**src/rtl/lsu_pkg.sv**
```systemverilog
// Shared constants for the load/store unit: FSM encodings, funct3 access codes, byte enables.
package lsu_pkg;

   localparam logic [1:0] ST_IDLE = 2'd0;
   localparam logic [1:0] ST_REQ  = 2'd1;
   localparam logic [1:0] ST_DONE = 2'd2;

   localparam logic [2:0] F3_B  = 3'b000;
   localparam logic [2:0] F3_H  = 3'b001;
   localparam logic [2:0] F3_W  = 3'b010;
   localparam logic [2:0] F3_BU = 3'b100;
   localparam logic [2:0] F3_HU = 3'b101;

   localparam logic [3:0] BE_NONE = 4'b0000;
   localparam logic [3:0] BE_B0   = 4'b0001;
   localparam logic [3:0] BE_H0   = 4'b0011;
   localparam logic [3:0] BE_H1   = 4'b1100;
   localparam logic [3:0] BE_W    = 4'b1111;

   function automatic logic f3_legal(input logic [2:0] f3, input logic [1:0] off);
      logic ok;
      ok = 1'b0;
      case (f3)
         F3_B, F3_BU: ok = 1'b1;
         F3_H, F3_HU: ok = ~off[0];
         F3_W:        ok = (off == 2'b00);
         default:     ok = 1'b0;
      endcase
      return ok;
   endfunction

endpackage

```
**src/rtl/lsu_lane_align.sv**
```systemverilog
// Combinational lane logic: store byte-enable/data packing, legality check, load lane select and extension.
// Zero latency; no flow control of its own.
module lsu_lane_align
   import lsu_pkg::*;
#(
   parameter int DATAWIDTH = 32
) (
   input  logic [2:0]           funct3,
   input  logic [1:0]           offset,
   input  logic [DATAWIDTH-1:0] store_data,
   output logic [3:0]           be,
   output logic [DATAWIDTH-1:0] wdata,
   output logic                 legal,
   input  logic [2:0]           ld_funct3,
   input  logic [1:0]           ld_offset,
   input  logic [DATAWIDTH-1:0] rdata,
   output logic [DATAWIDTH-1:0] load_ext
);

   logic [7:0]  ld_byte;
   logic [15:0] ld_half;

   assign legal = f3_legal(funct3, offset);

   always_comb begin
      be    = BE_NONE;
      wdata = store_data;
      case (funct3[1:0])
         2'b00: begin
            be    = BE_B0 << offset;
            wdata = {4{store_data[7:0]}};
         end
         2'b01: begin
            be    = offset[1] ? BE_H1 : BE_H0;
            wdata = {2{store_data[15:0]}};
         end
         default: begin
            be    = BE_W;
            wdata = store_data;
         end
      endcase
   end

   always_comb begin
      ld_byte = rdata[7:0];
      case (ld_offset)
         2'd0:    ld_byte = rdata[7:0];
         2'd1:    ld_byte = rdata[15:8];
         2'd2:    ld_byte = rdata[23:16];
         default: ld_byte = rdata[31:24];
      endcase
      ld_half = ld_offset[1] ? rdata[31:16] : rdata[15:0];
   end

   always_comb begin
      load_ext = rdata;
      case (ld_funct3)
         F3_B:    load_ext = {{24{ld_byte[7]}}, ld_byte};
         F3_BU:   load_ext = {24'd0, ld_byte};
         F3_H:    load_ext = {{16{ld_half[15]}}, ld_half};
         F3_HU:   load_ext = {16'd0, ld_half};
         default: load_ext = rdata;
      endcase
   end

endmodule

```
**src/rtl/lsu_unit.sv**
```systemverilog
// Load/store unit: IDLE->REQ->DONE req/ready access to data memory; min 3-cycle latency, +1 per mem_ready=0 cycle.
// Stalls the core while an access is outstanding; LSU_TIMEOUT_EN adds a bounded wait that aborts with addr_err.
module lsu_unit
   import lsu_pkg::*;
#(
   parameter int DATAWIDTH      = 32,
   parameter int TIMEOUT_CYCLES = 255
) (
   input  logic                 clk,
   input  logic                 rst_n,
   input  logic                 MemRead,
   input  logic                 MemWrite,
   input  logic [2:0]           funct3,
   input  logic [DATAWIDTH-1:0] addr,
   input  logic [DATAWIDTH-1:0] storeData,
   output logic                 mem_req,
   output logic                 mem_we,
   output logic [DATAWIDTH-1:0] mem_addr,
   output logic [3:0]           mem_be,
   output logic [DATAWIDTH-1:0] mem_wdata,
   input  logic                 mem_ready,
   input  logic [DATAWIDTH-1:0] mem_rdata,
   output logic                 stall,
   output logic [DATAWIDTH-1:0] loadData,
   output logic                 loadValid,
   output logic                 addr_err
);

   if (DATAWIDTH != 32 || TIMEOUT_CYCLES < 1) begin : g_bad_cfg
      $error("lsu_unit: DATAWIDTH must be 32 and TIMEOUT_CYCLES >= 1");
   end

   logic [1:0]           state;
   logic                 ld_op;
   logic [2:0]           ld_f3;
   logic [1:0]           ld_off;
   logic [3:0]           be;
   logic [DATAWIDTH-1:0] wdata;
   logic [DATAWIDTH-1:0] load_ext;
   logic                 legal;
   logic                 access;

   assign access = MemRead | MemWrite;

   lsu_lane_align #(.DATAWIDTH(DATAWIDTH)) u_align (
      .funct3     (funct3),
      .offset     (addr[1:0]),
      .store_data (storeData),
      .be         (be),
      .wdata      (wdata),
      .legal      (legal),
      .ld_funct3  (ld_f3),
      .ld_offset  (ld_off),
      .rdata      (mem_rdata),
      .load_ext   (load_ext)
   );

`ifdef LSU_TIMEOUT_EN
   localparam int TW = ($clog2(TIMEOUT_CYCLES + 1) > 8) ? $clog2(TIMEOUT_CYCLES + 1) : 8;
   logic [TW-1:0] tmo_cnt;
   logic          tmo_hit;

   // Fires on the edge that ends the TIMEOUT_CYCLES-th ready-low REQ cycle.
   assign tmo_hit = (state == ST_REQ) && !mem_ready && (tmo_cnt == TW'(TIMEOUT_CYCLES - 1));

   always_ff @(posedge clk or negedge rst_n) begin
      if (!rst_n) begin
         tmo_cnt <= '0;
      end else if (state != ST_REQ) begin
         tmo_cnt <= '0;
      end else if (!mem_ready) begin
         tmo_cnt <= tmo_cnt + 1'b1;
      end
   end
`endif

   // An illegal access never stalls: it is dropped and flagged instead.
   always_comb begin
      stall = 1'b0;
      case (state)
         ST_IDLE: stall = access & legal;
         ST_REQ:  stall = 1'b1;
         default: stall = 1'b0;
      endcase
   end

   always_ff @(posedge clk or negedge rst_n) begin
      if (!rst_n) begin
         state     <= ST_IDLE;
         mem_req   <= 1'b0;
         mem_we    <= 1'b0;
         mem_addr  <= '0;
         mem_be    <= BE_NONE;
         mem_wdata <= '0;
         loadData  <= '0;
         loadValid <= 1'b0;
         addr_err  <= 1'b0;
         ld_op     <= 1'b0;
         ld_f3     <= F3_W;
         ld_off    <= 2'b00;
      end else begin
         loadValid <= 1'b0;
         addr_err  <= 1'b0;
         case (state)
            ST_IDLE: begin
               if (access) begin
                  if (legal) begin
                     mem_req   <= 1'b1;
                     mem_we    <= MemWrite;
                     mem_addr  <= {addr[DATAWIDTH-1:2], 2'b00};
                     mem_be    <= be;
                     mem_wdata <= wdata;
                     ld_op     <= MemRead & ~MemWrite;
                     ld_f3     <= funct3;
                     ld_off    <= addr[1:0];
                     state     <= ST_REQ;
                  end else begin
                     addr_err <= 1'b1;
                  end
               end
            end
            ST_REQ: begin
               if (mem_ready) begin
                  mem_req <= 1'b0;
                  mem_we  <= 1'b0;
                  if (ld_op) begin
                     loadData  <= load_ext;
                     loadValid <= 1'b1;
                  end
                  state <= ST_DONE;
               end
`ifdef LSU_TIMEOUT_EN
               else if (tmo_hit) begin
                  mem_req  <= 1'b0;
                  mem_we   <= 1'b0;
                  addr_err <= 1'b1;
                  loadData <= '0;
                  state    <= ST_DONE;
               end
`endif
            end
            default: begin
               state <= ST_IDLE;
            end
         endcase
      end
   end

endmodule

```
**config.mk**
```make
export PLATFORM = sky130hd
export DESIGN_NAME = lsu_unit
export DESIGN_NICKNAME = d
export VERILOG_FILES = /design/src/rtl/lsu_pkg.sv /design/src/rtl/lsu_lane_align.sv /design/src/rtl/lsu_unit.sv
export SDC_FILE = /design/constraint.sdc
export NUM_CORES = 1
export LEC_CHECK = 0
export BUFFER_PORTS_ARGS = -buffer_cell sky130_fd_sc_hd__buf_2
export CAP_MARGIN = 20
export CORE_UTILIZATION = 48
export CTS_CLUSTER_DIAMETER = 40
export DETAILED_ROUTE_END_ITERATION = 16
export PLACE_DENSITY = 0.8
export SKIP_LAST_GASP = 1
export SLEW_MARGIN = 20
export SYNTH_ARGS = -nofsm -noshare
export SYNTH_HDL_FRONTEND = slang
export SYNTH_SLANG_ARGS = --single-unit
```
**constraint.sdc**
```tcl
create_clock -name clk -period 2.1 [get_ports clk]
set_input_delay 0.525 -clock clk [delete_from_list [all_inputs] [get_ports clk]]
set_output_delay 0.525 -clock clk [all_outputs]
set_load 0.02 [all_outputs]
```
==> flow_summary_export.csv, run 1 <==
group,metric,value,unit
detailed_routing,drtPass1Iterations,4,
timing,slew_violations,0,
detailed_routing,post_drt_wl_per_cell,15.8,um
worst_setup_path,ff2ff_path_depth,4,
timing,fin_tns_setup,0,ns
final_layout,fin_nets,795,
worst_setup_path,timing.critical_path.required,1.57,ns
flow_run,maxCapViolCount,0,
placed_design,portBuffers,206,
detailed_routing,wl,13.0,mm
pwr,cellLeakagePower,3.24,nW
synthesis,yosysUniqueCellTypes,38,
synthesis,syn_area,5020,um^2
synthesis,syn_area_per_cell,10.2,um^2
grt,grt_first_pass_wirelength,22.2,mm
clocking,clock_latency,0.36,ns
synthesis,synth_flop_cell,"dfrtp_1",
grt,grt_usage,25.6,%
timing,rsz0062_at_grt,"no",
timing,max_clock_freq,492,MHz
synthesis,yosys-top-cells-count,"109 x dfrtp_1, 66 x o21ai_0, 58 x nand2_1",
grt,grt_pass1_vias,4433,
clocking,htree_levels,3,
grt,antenna_found_initial,0,
detailed_routing,via_per_inst,5.34,
worst_setup_path,crit_type,"in2out",
placed_design,dpl.hpwl,9.79,mm
pwr,power.density,1260,nW/um^2
pwr,ir_drop,0.000690,V
final_layout,diodes,0,
die,die_h,104,um
synthesis,yosysTopAreaCellShare,54.3,%
synthesis,yosysTopAreaCell,"dfrtp_1",
min_path,hold_class,"in2async",
timing,slew_headroom,57.6,%
timing,finalHoldViolations,0,
grt,grt_max_degree,85,
synthesis,synth_enable_flop_cells,0,
die,die_w,104,um
synthesis,synth_seq_cells,110,
worst_setup_path,cp.arrival,1.51,ns
clocking,clk_path_buf_depth,2,
detailed_routing,ant_nets,0,
worst_setup_path,worst-r2r-setup-slack,0.24,ns
die,start_util,50.5,%
final_layout,drive_gt1_share,34.6,%
final_layout,fill_cells,838,
synthesis,synth_area_leaders,"dfrtp_1 54%, mux2_1 9.2%, o21ai_0 6.6%, mux2i_1 5.8%, a21oi_1 5.7%",
timing,fin_crit_sh,96.7,%
timing,period_needed,2.03,ns
worst_setup_path,r2r_end,"loadData[9]$_DFFE_PN0P_",
detailed_routing,drc,0,
placed_design,dp_cells,813,
synthesis,ys_seq_area_share,54.8,%
synthesis,yosys_warnings,0,
synthesis,synthCells,492,
die,num_io_pins,209,
synthesis,async_reset_ff_share,100,%
run_status,status,"complete, no violations",
final_layout,final-instance-count-excl-fill,826,
clocking,clk_pin_slew,0.09,ns
final_layout,multi_input_area,2080,um^2
clocking,clock-sinks,110,
detailed_routing,routed-via-count,4407,
timing,finalClockSkew,0.0103,ns
grt,grt_overflow_total,0,
die,rows,36,
placed_design,routabilityCongestion,0.920,
timing,tightest_slew,0.636,ns
die,coreArea,9950,um^2
die,fp.dieArea,10900,um^2
clocking,hold_buffers,0,
worst_setup_path,cp_max_fo,2,
clocking,cts_buffers,9,
final_layout,area_growth,28.0,%
worst_setup_path,regToRegStartpoint,"ld_off[0]$_DFFE_PN0P_",
clocking,cts_tree,"yes",
synthesis,yosysMostFrequentCell,"dfrtp_1",
detailed_routing,drt_iter0_drc,218,
timing,finalSetupViolations,0,
worst_setup_path,endpoint_kind,"output pin",
pwr,finalPower,0.00811,W
final_layout,ff_latch_area,2750,um^2
worst_setup_path,start_kind,"input port",
clocking,cts-root-buf,"clkbuf_8",
metrics by stage:
| stage | util [%] | setup slack (ns) | area (um^2) | hold slack (ns) |
|---|---|---|---|---|
| finish | 64.6 | 0.0683 | 6430 | 0.133 |
| global route | 64.6 | 0.00933 | 6430 | 0.145 |
| CTS | 64.4 | 0.00777 | 6410 | 0.135 |
| detailed placement | 63.0 | 0.0121 | 6270 | 0.467 |
| global placement | 63.0 | 0.00312 | 6270 | 0.456 |
| floorplan | - | 0.139 | 5030 | 0.229 |
kinds of logic after synthesis:
family / share of synthesized area, %
AO/OA/AOI/OAI: 15.9
flip-flops: 54.8
buffers and inverters: 4.31
AND/OR/NAND/NOR: 9.96
multiplexers: 15.0
other: 0.0746
critical path, stage by stage:
cell     delay, ns
buf_4         0.13
nor4_4        0.29
or2_4         0.17
o21ai_1       0.05
a21oi_1       0.16
buf_4         0.17
worst max-delay path by stage:
stage / from / endpoint / cells past startpoint
finish: funct3[2] / stall / 6
global route: funct3[2] / stall / 6
global placement: funct3[0] / stall / 6
floorplan: funct3[0] / stall / 4
detailed placement: funct3[0] / stall / 6
CTS: funct3[0] / stall / 6
what timing repair did:
action | 4_1_cts | 5_1_grt
resized for setup | 0 | 5
buffers inserted | 0 | 0
setup endpoints to repair | 0 | 1
registers in the layout, indices dropped and copies added (netlist names):
| register | count |
|---|---|
| addr_err | 1 |
| ld_op | 1 |
| mem_addr | 30 |
| state | 2 |
| mem_req | 1 |
| mem_be | 4 |
| mem_we | 1 |
| loadValid | 1 |
| ld_off | 2 |
| loadData | 32 |
| mem_wdata | 32 |
| ld_f3 | 3 |
report_power, final:
part | switching [W] | internal (W)
Combinational | 0.00224 | 0.00130
Sequential | 0.000534 | 0.00297
Clock | 0.000654 | 0.000413
placed cells by master, fill, tap and decap left out, types with 2 or more instances in the layout:
cell	synthesis	routed
a211o_1	4	4
a21oi_1	57	57
a22oi_1	3	3
a31oi_1	2	2
and3b_1	4	4
buf_12	0	5
buf_2	14	203
buf_4	2	15
clkbuf_1	19	2
clkbuf_8	0	9
conb_1	1	2
dfrtp_1	109	109
inv_1	15	15
mux2_1	41	41
mux2i_1	29	29
nand2_1	58	58
nand2b_1	2	2
nor2_1	34	34
o21ai_0	66	65
o21ai_1	7	8
o22a_1	3	3
or3_1	4	4
metal layers:
layer / track usage, % / routed length (um) / vias to the layer above
met5: 0 / 0 / -
met4: 9.90 / 285 / 0
met3: 5.89 / 1090 / 23
met2: 42.7 / 6210 / 205
met1: 32.1 / 5440 / 2080
li1: - / - / 2099
cell type report:
| class | instances | area share, % |
|---|---|---|
| clock inverter | 2 | 0.195 |
| clock buffer | 11 | 2.04 |
| timing repair buffer | 223 | 19.1 |
| tap | 133 | 2.59 |
| sequential | 110 | 42.8 |
| multi-input combinational | 332 | 32.3 |
| inverter | 15 | 0.876 |
No activity file was read; power rests on OpenSTA's default activity.
==> run 2, diff against run 1 <==
- SETUP_SLACK_MARGIN: default -> 0.2
==> run 2 against run 1 <==
  * Global-route usage rose by 0.23 points
  * Design area up 2.3%
  * Clock power is 25% higher
  * Routed wire length up 4.0%
  * Clock skew fell by 0.0041 ns
  * Utilization is 1.5 points higher
  * Critical path type unchanged
  * Highest routed layer unchanged
  * Fmax grew 3.1%
  * Power up 4.3%
  * Combinational power increased by 3%
==> flow_summary_export.csv, run 2 (synthesis results as in run 1) <==
group,metric,value,unit
run_status,status,"complete, no violations",
flow_run,maxCapViolCount,0,
timing,tightest_slew,0.538,ns
die,start_util,50.5,%
pwr,cellLeakagePower,3.31,nW
worst_setup_path,timing.critical_path.required,1.57,ns
pwr,ir_drop,0.000691,V
clocking,clk_pin_slew,0.10,ns
worst_setup_path,start_kind,"input port",
die,die_h,104,um
grt,antenna_found_initial,0,
grt,grt_max_degree,55,
pwr,power_frac_clock,15.8,%
final_layout,fill_cells,817,
worst_setup_path,crit_type,"in2out",
clocking,cts_tree,"yes",
final_layout,postLayoutCoreUtil,66.1,%
worst_setup_path,path_delay_family,"simple AND/OR/NAND/NOR gates",
clocking,clock_latency,0.36,ns
timing,period_needed,1.97,ns
placed_design,dpl.hpwl,10.0,mm
detailed_routing,routed-via-count,4541,
pwr,combPwrFrac,43.0,%
final_layout,final_common_cell,"buf_2",
die,num_io_pins,209,
clocking,cts_buffers,9,
die,fp.dieArea,10900,um^2
pwr,power.density,1290,nW/um^2
worst_setup_path,crit_chain,"buf_8, nor4_4, or2_4, o21ai_2, a21oi_2, buf_6",
worst_setup_path,endpoint_kind,"output pin",
pwr,switching_power,0.00354,W
grt,grt_usage,25.8,%
final_layout,multi_input_area,2100,um^2
clocking,cts-root-buf,"clkbuf_8",
grt,grt_overflow_total,0,
placed_design,routabilityCongestion,0.882,
final_layout,drive_gt1_share,36.6,%
die,coreArea,9950,um^2
detailed_routing,drc,0,
final_layout,area_growth,30.9,%
worst_setup_path,cp_max_fo,3,
final_layout,final_cell_mix,"202 x buf_2, 109 x dfrtp_1, 65 x o21ai_0",
timing,slew_headroom,63.9,%
final_layout,diodes,0,
timing,finalClockSkew,0.00619,ns
final_layout,fin_nets,801,
final_layout,reg_top3,"loadData: 32 flops, mem_wdata: 32 flops, mem_addr: 30 flops",
detailed_routing,ant_nets,0,
pwr,power_frac_seq,41.2,%
timing,max_clock_freq,508,MHz
min_path,hold_class,"in2async",
clocking,clock-sinks,110,
placed_design,portBuffers,206,
timing,finalHoldViolations,0,
clocking,clk_path_buf_depth,2,
worst_setup_path,crit_slowest_cell,"nor4_4",
detailed_routing,drt_iter0_drc,194,
worst_setup_path,cp.arrival,1.44,ns
detailed_routing,post_drt_wl_per_cell,16.2,um
detailed_routing,wl,13.5,mm
detailed_routing,drtPass1Iterations,4,
pwr,switching_share,41.8,%
final_layout,ff_latch_area,2750,um^2
pwr,internal-power,0.00492,W
timing,rsz0062_at_grt,"yes",
timing,fin_crit_sh,93.8,%
grt,grt_pass1_vias,4639,
die,die_w,104,um
worst_setup_path,worst_path_largest_cell_delay,0.30,ns
grt,grt_first_pass_wirelength,22.3,mm
clocking,htree_levels,3,
detailed_routing,via_per_inst,5.44,
worst_setup_path,cp_num_buf_inv,2,
timing,slew_violations,0,
timing,whs,0.119,ns
die,rows,36,
timing,finalSetupViolations,0,
[run 2: changes by cell type in the layout (fill, tap and decap cells not counted), sizes merged]
cell | before | now
clkinv | 1 | 2
inv | 15 | 16
bufinv | 0 | 1
buf | 223 | 229
[run 2: routing by layer]
| metal | global-route usage [%] | up-vias | routed length [um] |
|---|---|---|---|
| met5 | 0 | - | 0 |
| met4 | 12.9 | 0 | 462 |
| met3 | 6.33 | 39 | 1100 |
| met2 | 43.3 | 236 | 6510 |
| met1 | 30.9 | 2156 | 5460 |
| li1 | - | 2110 | - |
[run 2: per-stage QoR]
stage / instances / cell area [um^2] / total power [W] / setup slack, ns / setup TNS [ns]
4_1_cts: 834 / 6530 / 0.00850 / 0.0547 / 0
3_3_place_gp: 817 / 6290 / 0.00700 / 0.0388 / 0
2_1_floorplan: 493 / 5030 / 0.00569 / 0.227 / 0
5_1_grt: 835 / 6580 / 0.00897 / 0.0977 / 0
3_5_place_dp: 817 / 6290 / 0.00714 / -0.0460 / -0.0460
6_report: 835 / 6580 / 0.00846 / 0.130 / 0
[run 2: power groups by stage]
| stage | Sequential (W) | Clock [W] | Combinational [W] |
|---|---|---|---|
| 2_1_floorplan | 0.00442 | 0 | 0.00127 |
| 3_3_place_gp | 0.00347 | 0 | 0.00353 |
| 3_5_place_dp | 0.00352 | 0 | 0.00362 |
| 4_1_cts | 0.00349 | 0.00138 | 0.00364 |
| 5_1_grt | 0.00360 | 0.00144 | 0.00393 |
| 6_report | 0.00349 | 0.00134 | 0.00363 |
[run 2: worst reg2reg max path, delay by kind of cell, from the launching register on]
kind,cells,cell delay [ns]
flops,1,0.72
simple gates,2,0.60
compound gates,2,0.22
[run 2: layout make-up]
class,instances,area share (%)
Sequential cell,110,41.9
Multi-Input combinational cell,332,32.0
Timing Repair Buffer,229,19.6
Tap cell,133,2.53
Clock buffer,11,2.30
Clock inverter,5,0.856
Inverter,15,0.856
[run 2: worst paths after layout]
path,from,endpoint,slack (ns),cells after the start
min reg2reg,mem_be[0]$_DFFE_PN0P_,mem_be[0]$_DFFE_PN0P_,0.49,2
min,rst_n,loadData[23]$_DFFE_PN0P_,0.12,1
max in group asynchronous,rst_n,mem_addr[29]$_DFFE_PN0P_,1.41,2
max reg2reg,ld_f3[1]$_DFFE_PN1P_,loadData[9]$_DFFE_PN0P_,0.43,4
min in group clk,mem_ready,state[0]$_DFFE_PN0P_,0.36,2
max,funct3[0],stall,0.13,6
[run 2: timing repair]
| item | 4_1_cts | 5_1_grt |
|---|---|---|
| gates resized for setup | 6 | 9 |
| buffers inserted | 1 | 1 |
| setup endpoints to repair | 17 | 25 |
| hold buffers | 0 | 0 |
| endpoints found under the hold margin | 0 | 0 |
| pin swaps | 3 | 4 |
